$ cat config.mk
export PLATFORM = sky130hd
export DESIGN_NAME = score_display_unit
export DESIGN_NICKNAME = d
export VERILOG_FILES = /design/src/rtl/score_display_pkg.sv /design/src/rtl/score_display_unit_bcd_to_7seg.sv /design/src/rtl/score_display_unit.sv
export SDC_FILE = /design/constraint.sdc
export NUM_CORES = 1
export LEC_CHECK = 0
export CAP_MARGIN = 40
export CORE_MARGIN = 10
export CORE_UTILIZATION = 65
export DETAILED_ROUTE_END_ITERATION = 10
export PLACE_DENSITY = 0.83
export SETUP_SLACK_MARGIN = 0.05
export SYNTH_ARGS = -nofsm -noshare
export SYNTH_HDL_FRONTEND = slang
export SYNTH_SLANG_ARGS = --single-unit
$ cat constraint.sdc
create_clock -name clk_100MHz -period 5.63 [get_ports clk_100MHz]
set_input_delay 1.126 -clock clk_100MHz [delete_from_list [all_inputs] [get_ports clk_100MHz]]
set_output_delay 1.126 -clock clk_100MHz [all_outputs]
set_load 0.005 [all_outputs]
$ cat src/rtl/score_display_pkg.sv
// Shared types and constants for the elapsed-time score display.
//   bcd_t      : one BCD digit (0-9 in normal use)
//   SEG_*      : active-low abcdefg segment patterns (bit 6 = a ... bit 0 = g)
//   AN_DIG*    : active-low one-cold anode enables (DIG3 = leftmost/thousands)
package score_display_pkg;

    typedef logic [3:0] bcd_t;

    localparam bcd_t BCD_MAX = 4'd9;

    localparam logic [6:0] SEG_0     = 7'b0000001;
    localparam logic [6:0] SEG_1     = 7'b1001111;
    localparam logic [6:0] SEG_2     = 7'b0010010;
    localparam logic [6:0] SEG_3     = 7'b0000110;
    localparam logic [6:0] SEG_4     = 7'b1001100;
    localparam logic [6:0] SEG_5     = 7'b0100100;
    localparam logic [6:0] SEG_6     = 7'b0100000;
    localparam logic [6:0] SEG_7     = 7'b0001111;
    localparam logic [6:0] SEG_8     = 7'b0000000;
    localparam logic [6:0] SEG_9     = 7'b0000100;
    localparam logic [6:0] SEG_BLANK = 7'b1111111;

    localparam logic [3:0] AN_DIG3 = 4'b0111;
    localparam logic [3:0] AN_DIG2 = 4'b1011;
    localparam logic [3:0] AN_DIG1 = 4'b1101;
    localparam logic [3:0] AN_DIG0 = 4'b1110;

endpackage

$ cat src/rtl/score_display_unit_bcd_to_7seg.sv
// Combinational BCD to active-low 7-segment decoder.
//   digit : 4-bit BCD input
//   seg   : abcdefg pattern, active-low; non-decimal codes blank the digit
module bcd_to_7seg
    import score_display_pkg::*;
(
    input  bcd_t       digit,
    output logic [6:0] seg
);

    always_comb begin
        seg = SEG_BLANK;
        case (digit)
            4'd0:    seg = SEG_0;
            4'd1:    seg = SEG_1;
            4'd2:    seg = SEG_2;
            4'd3:    seg = SEG_3;
            4'd4:    seg = SEG_4;
            4'd5:    seg = SEG_5;
            4'd6:    seg = SEG_6;
            4'd7:    seg = SEG_7;
            4'd8:    seg = SEG_8;
            4'd9:    seg = SEG_9;
            default: seg = SEG_BLANK;
        endcase
    end

endmodule

$ cat src/rtl/score_display_unit.sv
// Elapsed-time BCD score (0000-9999, +1 per second while status=1) shown on a
// 4-digit time-multiplexed common-anode 7-segment display.
//   clk_100MHz     : system clock, rising edge
//   reset          : synchronous, active-low
//   status         : 1 = counting, 0 = paused (score and prescaler phase held)
//   Anode_Activate : active-low digit enables, bit 3 = thousands (registered)
//   LED_out        : active-low abcdefg segments (registered)
module score_display_unit
    import score_display_pkg::*;
#(
    parameter int unsigned CLK_HZ       = 100_000_000,
    parameter int unsigned REFRESH_BITS = 20
) (
    input  logic       clk_100MHz,
    input  logic       reset,
    input  logic       status,
    output logic [3:0] Anode_Activate,
    output logic [6:0] LED_out
);

    localparam int unsigned PRE_W = (CLK_HZ > 1) ? $clog2(CLK_HZ) : 1;
    localparam logic [PRE_W-1:0] PRE_LAST = PRE_W'(CLK_HZ - 1);

    logic [PRE_W-1:0]        pre;
    logic                    tick_c;
    bcd_t                    ones, tens, hund, thou;
    logic [REFRESH_BITS-1:0] refresh;
    logic [1:0]              sel_c;
    bcd_t                    digit_c;
    logic [3:0]              an_c;
    logic [6:0]              seg_c;

    // One-second tick; only fires while running so a pause freezes the phase.
    assign tick_c = status && (pre == PRE_LAST);

    // Prescaler: counts only while running, wraps on the tick.
    always_ff @(posedge clk_100MHz) begin
        if (!reset) begin
            pre <= '0;
        end else if (status) begin
            pre <= tick_c ? '0 : pre + PRE_W'(1);
        end
    end

    // Four-digit BCD counter with decimal carry; 9999 wraps to 0000.
    always_ff @(posedge clk_100MHz) begin
        if (!reset) begin
            ones <= '0;
            tens <= '0;
            hund <= '0;
            thou <= '0;
        end else if (tick_c) begin
            if (ones != BCD_MAX) begin
                ones <= ones + 4'd1;
            end else begin
                ones <= '0;
                if (tens != BCD_MAX) begin
                    tens <= tens + 4'd1;
                end else begin
                    tens <= '0;
                    if (hund != BCD_MAX) begin
                        hund <= hund + 4'd1;
                    end else begin
                        hund <= '0;
                        thou <= (thou != BCD_MAX) ? thou + 4'd1 : 4'd0;
                    end
                end
            end
        end
    end

    // Free-running refresh counter; top two bits pick the digit slot.
    always_ff @(posedge clk_100MHz) begin
        if (!reset) begin
            refresh <= '0;
        end else begin
            refresh <= refresh + REFRESH_BITS'(1);
        end
    end

    assign sel_c = refresh[REFRESH_BITS-1 -: 2];

    // Slot mux: thousands first, ones last.
    always_comb begin
        an_c    = AN_DIG0;
        digit_c = ones;
        case (sel_c)
            2'd0: begin an_c = AN_DIG3; digit_c = thou; end
            2'd1: begin an_c = AN_DIG2; digit_c = hund; end
            2'd2: begin an_c = AN_DIG1; digit_c = tens; end
            default: begin an_c = AN_DIG0; digit_c = ones; end
        endcase
    end

    bcd_to_7seg u_dec (
        .digit (digit_c),
        .seg   (seg_c)
    );

    // Anode and segments registered together so they can never disagree.
    always_ff @(posedge clk_100MHz) begin
        if (!reset) begin
            Anode_Activate <= AN_DIG3;
            LED_out        <= SEG_0;
        end else begin
            Anode_Activate <= an_c;
            LED_out        <= seg_c;
        end
    end

endmodule

==> results by group <==
STA
  • Setup violators final: 0
  • Setup TNS: 0 ns
  • Final Hold Fails: 0
  • Final Slew Violations: 0
  • Clock Skew: 0.0117 ns
  • Min Tclk post-route: 3.05 ns
  • Fin crit share: 54.2%
  • Max Fclk: 328 MHz
  • Actual slew at the worst max-slew pin: 0.784 ns
  • RSZ-0062 raised after global routing: no
  • Rel. slew slack: 47.6%

Final layout
  • Fillers: 369
  • Nets: 413
  • Share of layout cells above drive strength 1: 6.63%
  • Synthesis-to-layout area growth: 10.9%
  • N_diodes: 0
  • Design Area, Final: 0.00394 mm2
  • Util after Layout: 75.7%

Clock network
  • Post-CTS Resized: 0
  • CTS buffer count: 9
  • Setup bufs post-CTS: 0
  • Clock transition at path regs: 0.07 ns
  • Root Driver: clkbuf_8
  • CTS H-Tree Depth: 3
  • Clock Path Buffers: 2
  • Worst-Skew Late Latency: 0.34 ns
  • CTS tree: built
  • Post-CTS Hold Fix Bufs: 0
  • Clk sinks: 74

Min path
  • Hold/Removal Path Class: flop to flop
  • Min-delay src: refresh[0]
  • Hold Path Stages: 1
  • Hold Path Sink: refresh[0]

Detailed routing
  • Drt initial violations: 174
  • Via/cell ratio: 5.72
  • Wire per inst: 13.5 um
  • Final WL: 6450 um
  • Vias: 2730
  • DRT Pass-1 Iters: 5
  • DRT antenna net count: 0
  • # DRC: 0

Logic synthesis
  • Netlist cell types: 43
  • Fraction of registers with async set/reset: 0%
  • Most frequent cell after synthesis: dfxtp_1
  • Synthesized area: 0.00355 mm2
  • YS warnings: 0
  • Synth area leader: dfxtp_1
  • Syn Inst Count: 393
  • #FFs+latches synth: 74
  • Mapped Nets: 403
  • Post-synth EDFFs: 0
  • Prevailing post-synth register cell: dfxtp_1
  • Syn_area_per_cell: 9.04 um2
  • Register area share after synthesis: 41.7%
  • Top area cells in the synthesized netlist: dfxtp_1 (42%), xnor2_1 (6.7%), xor2_1 (4.7%)
  • Synth top cells by count: dfxtp_1 (74), nor2_1 (42), nand2_1 (30)
  • Synth top area share: 41.7%

Setup path
  • Crit Path Class: primary input to flop
  • Crit path DAT: 3.24 ns
  • Worst R2R Setup Slack: 3.27 ns
  • CP startpoint kind: primary input
  • FF-to-FF End: pre[5]
  • Data required, critical path: 5.82 ns
  • Critical path peak fanout: 24
  • Reg2reg start: pre[25]
  • CP endpoint kind: flop
  • R2R cell count: 5
  • Critical Path Start: status

Pwr
  • Pwr dens: 254 mW/mm2
  • Pwr Total: 1.00 mW
  • Leak: 1.38 nW
  • Max VDD drop: 240 uV

Die
  • Die area: 0.00882 mm2
  • Starting Density: 68.2%
  • Std-Cell Rows: 26
  • Height of the die: 93.9 um
  • Horiz. Die Dim: 93.9 um
  • Core Area: 0.00520 mm2
  • Boundary Pins: 14

Place
  • Number of buffers added on ports: 13
  • Dpl cell area: 0.00372 mm2
  • GP Congestion: 0.787
  • HPWL after DPL: 4330 um

Run
  • Max-cap viol count: 0

Global routing
  • Grt ovf: 0
  • Vias in the first global route: 2568
  • Initial antenna violation count: 0
  • Global-route wire length before repair: 11200 um
  • Largest net degree at the start of global routing: 60
  • Tot GR Track Use: 15.3%

Run status
  • Run status: finished, final reports clean
==> cell type report <==
type / count / area, um2 / share of cell area (%)
multi-input combinational: 288 / 1950 / 49.6
sequential: 74 / 1480 / 37.6
clock buffer: 13 / 159 / 4.03
timing repair buffer: 14 / 138 / 3.49
tap: 70 / 87.6 / 2.22
clock inverter: 2 / 60.1 / 1.52
inverter: 16 / 60.1 / 1.52
==> stage by stage <==
step / instances / worst slack, ns / hold WS, ns
after global placement: 462 / 2.34 / 0.454
final: 477 / 2.58 / 0.475
after detailed placement: 462 / 2.24 / 0.461
after CTS: 477 / 2.59 / 0.480
after global routing: 477 / 2.26 / 0.503
after floorplan: 393 / 3.05 / 0.437
==> metal layers <==
metal  GRT usage, %  share of wire [%]  vias up
li1               -                  -     1378
met1           17.5                 45     1305
met2           26.7                 50       41
met3           4.00                4.3        6
met4           5.95                1.0        0
met5              0                  0        -
==> worst max-delay path, cell delays in order <==
cell and delay [ns]:
clkdlybuf4s50_1 0.59, nand4_1 0.27, nor4_1 0.33, nand2_1 0.19, nand2_1 0.62, nor2_1 0.11
==> logic make-up (layout without fill, tap and decap cells) <==
group	count (synthesis)	in the layout	share of synthesized area, %
AND/OR/NAND/NOR	194	194	30.2
flip-flops	74	74	41.7
XOR/XNOR	46	46	11.3
buffers and inverters	31	45	3.28
AO/OA/AOI/OAI	27	27	5.43
multiplexers	14	14	5.53
adder cells (fa/ha/maj)	7	7	2.47
==> placed cells by master, fill, tap and decap left out, types with 3 or more instances in the layout <==
master           count
a21boi_0             7
a21oi_1              4
and2_1              22
and3_1               3
and4_1               6
clkbuf_8            11
clkdlybuf4s50_1     13
dfxtp_1             74
ha_1                 7
inv_1               16
mux2i_1              8
mux4_2               4
nand2_1             30
nand2b_1             9
nand3_1             20
nand3b_1             3
nand4_1             10
nand4b_1             5
nor2_1              42
nor2b_1              5
nor3_1              13
nor4_1               9
nor4bb_1             3
o21a_1               3
o21ai_0              5
or3_1                6
or4_1                3
xnor2_1             27
xor2_1              19
==> sequential cells by signal, summed over array words and instances, names as in the netlist <==
signal,flops
thou,4
Anode_Activate,4
pre,27
LED_out,7
tens,4
hund,4
refresh,20
ones,4
==> worst max-delay path by stage <==
stage | end | cells past startpoint | slack [ns]
global placement | thou[3] | 6 | 2.34
detailed placement | pre[22] | 6 | 2.24
global route | pre[6] | 6 | 2.26
finish | pre[5] | 6 | 2.58
floorplan | thou[3] | 5 | 3.05
CTS | pre[5] | 6 | 2.59
==> report_power, final <==
| group | internal, mW | switching, mW |
|---|---|---|
| Clock | 0.272 | 0.183 |
| Sequential | 0.526 | 0.00281 |
| Combinational | 0.00637 | 0.0115 |
Note: power is estimated with default switching activity, not from simulation.
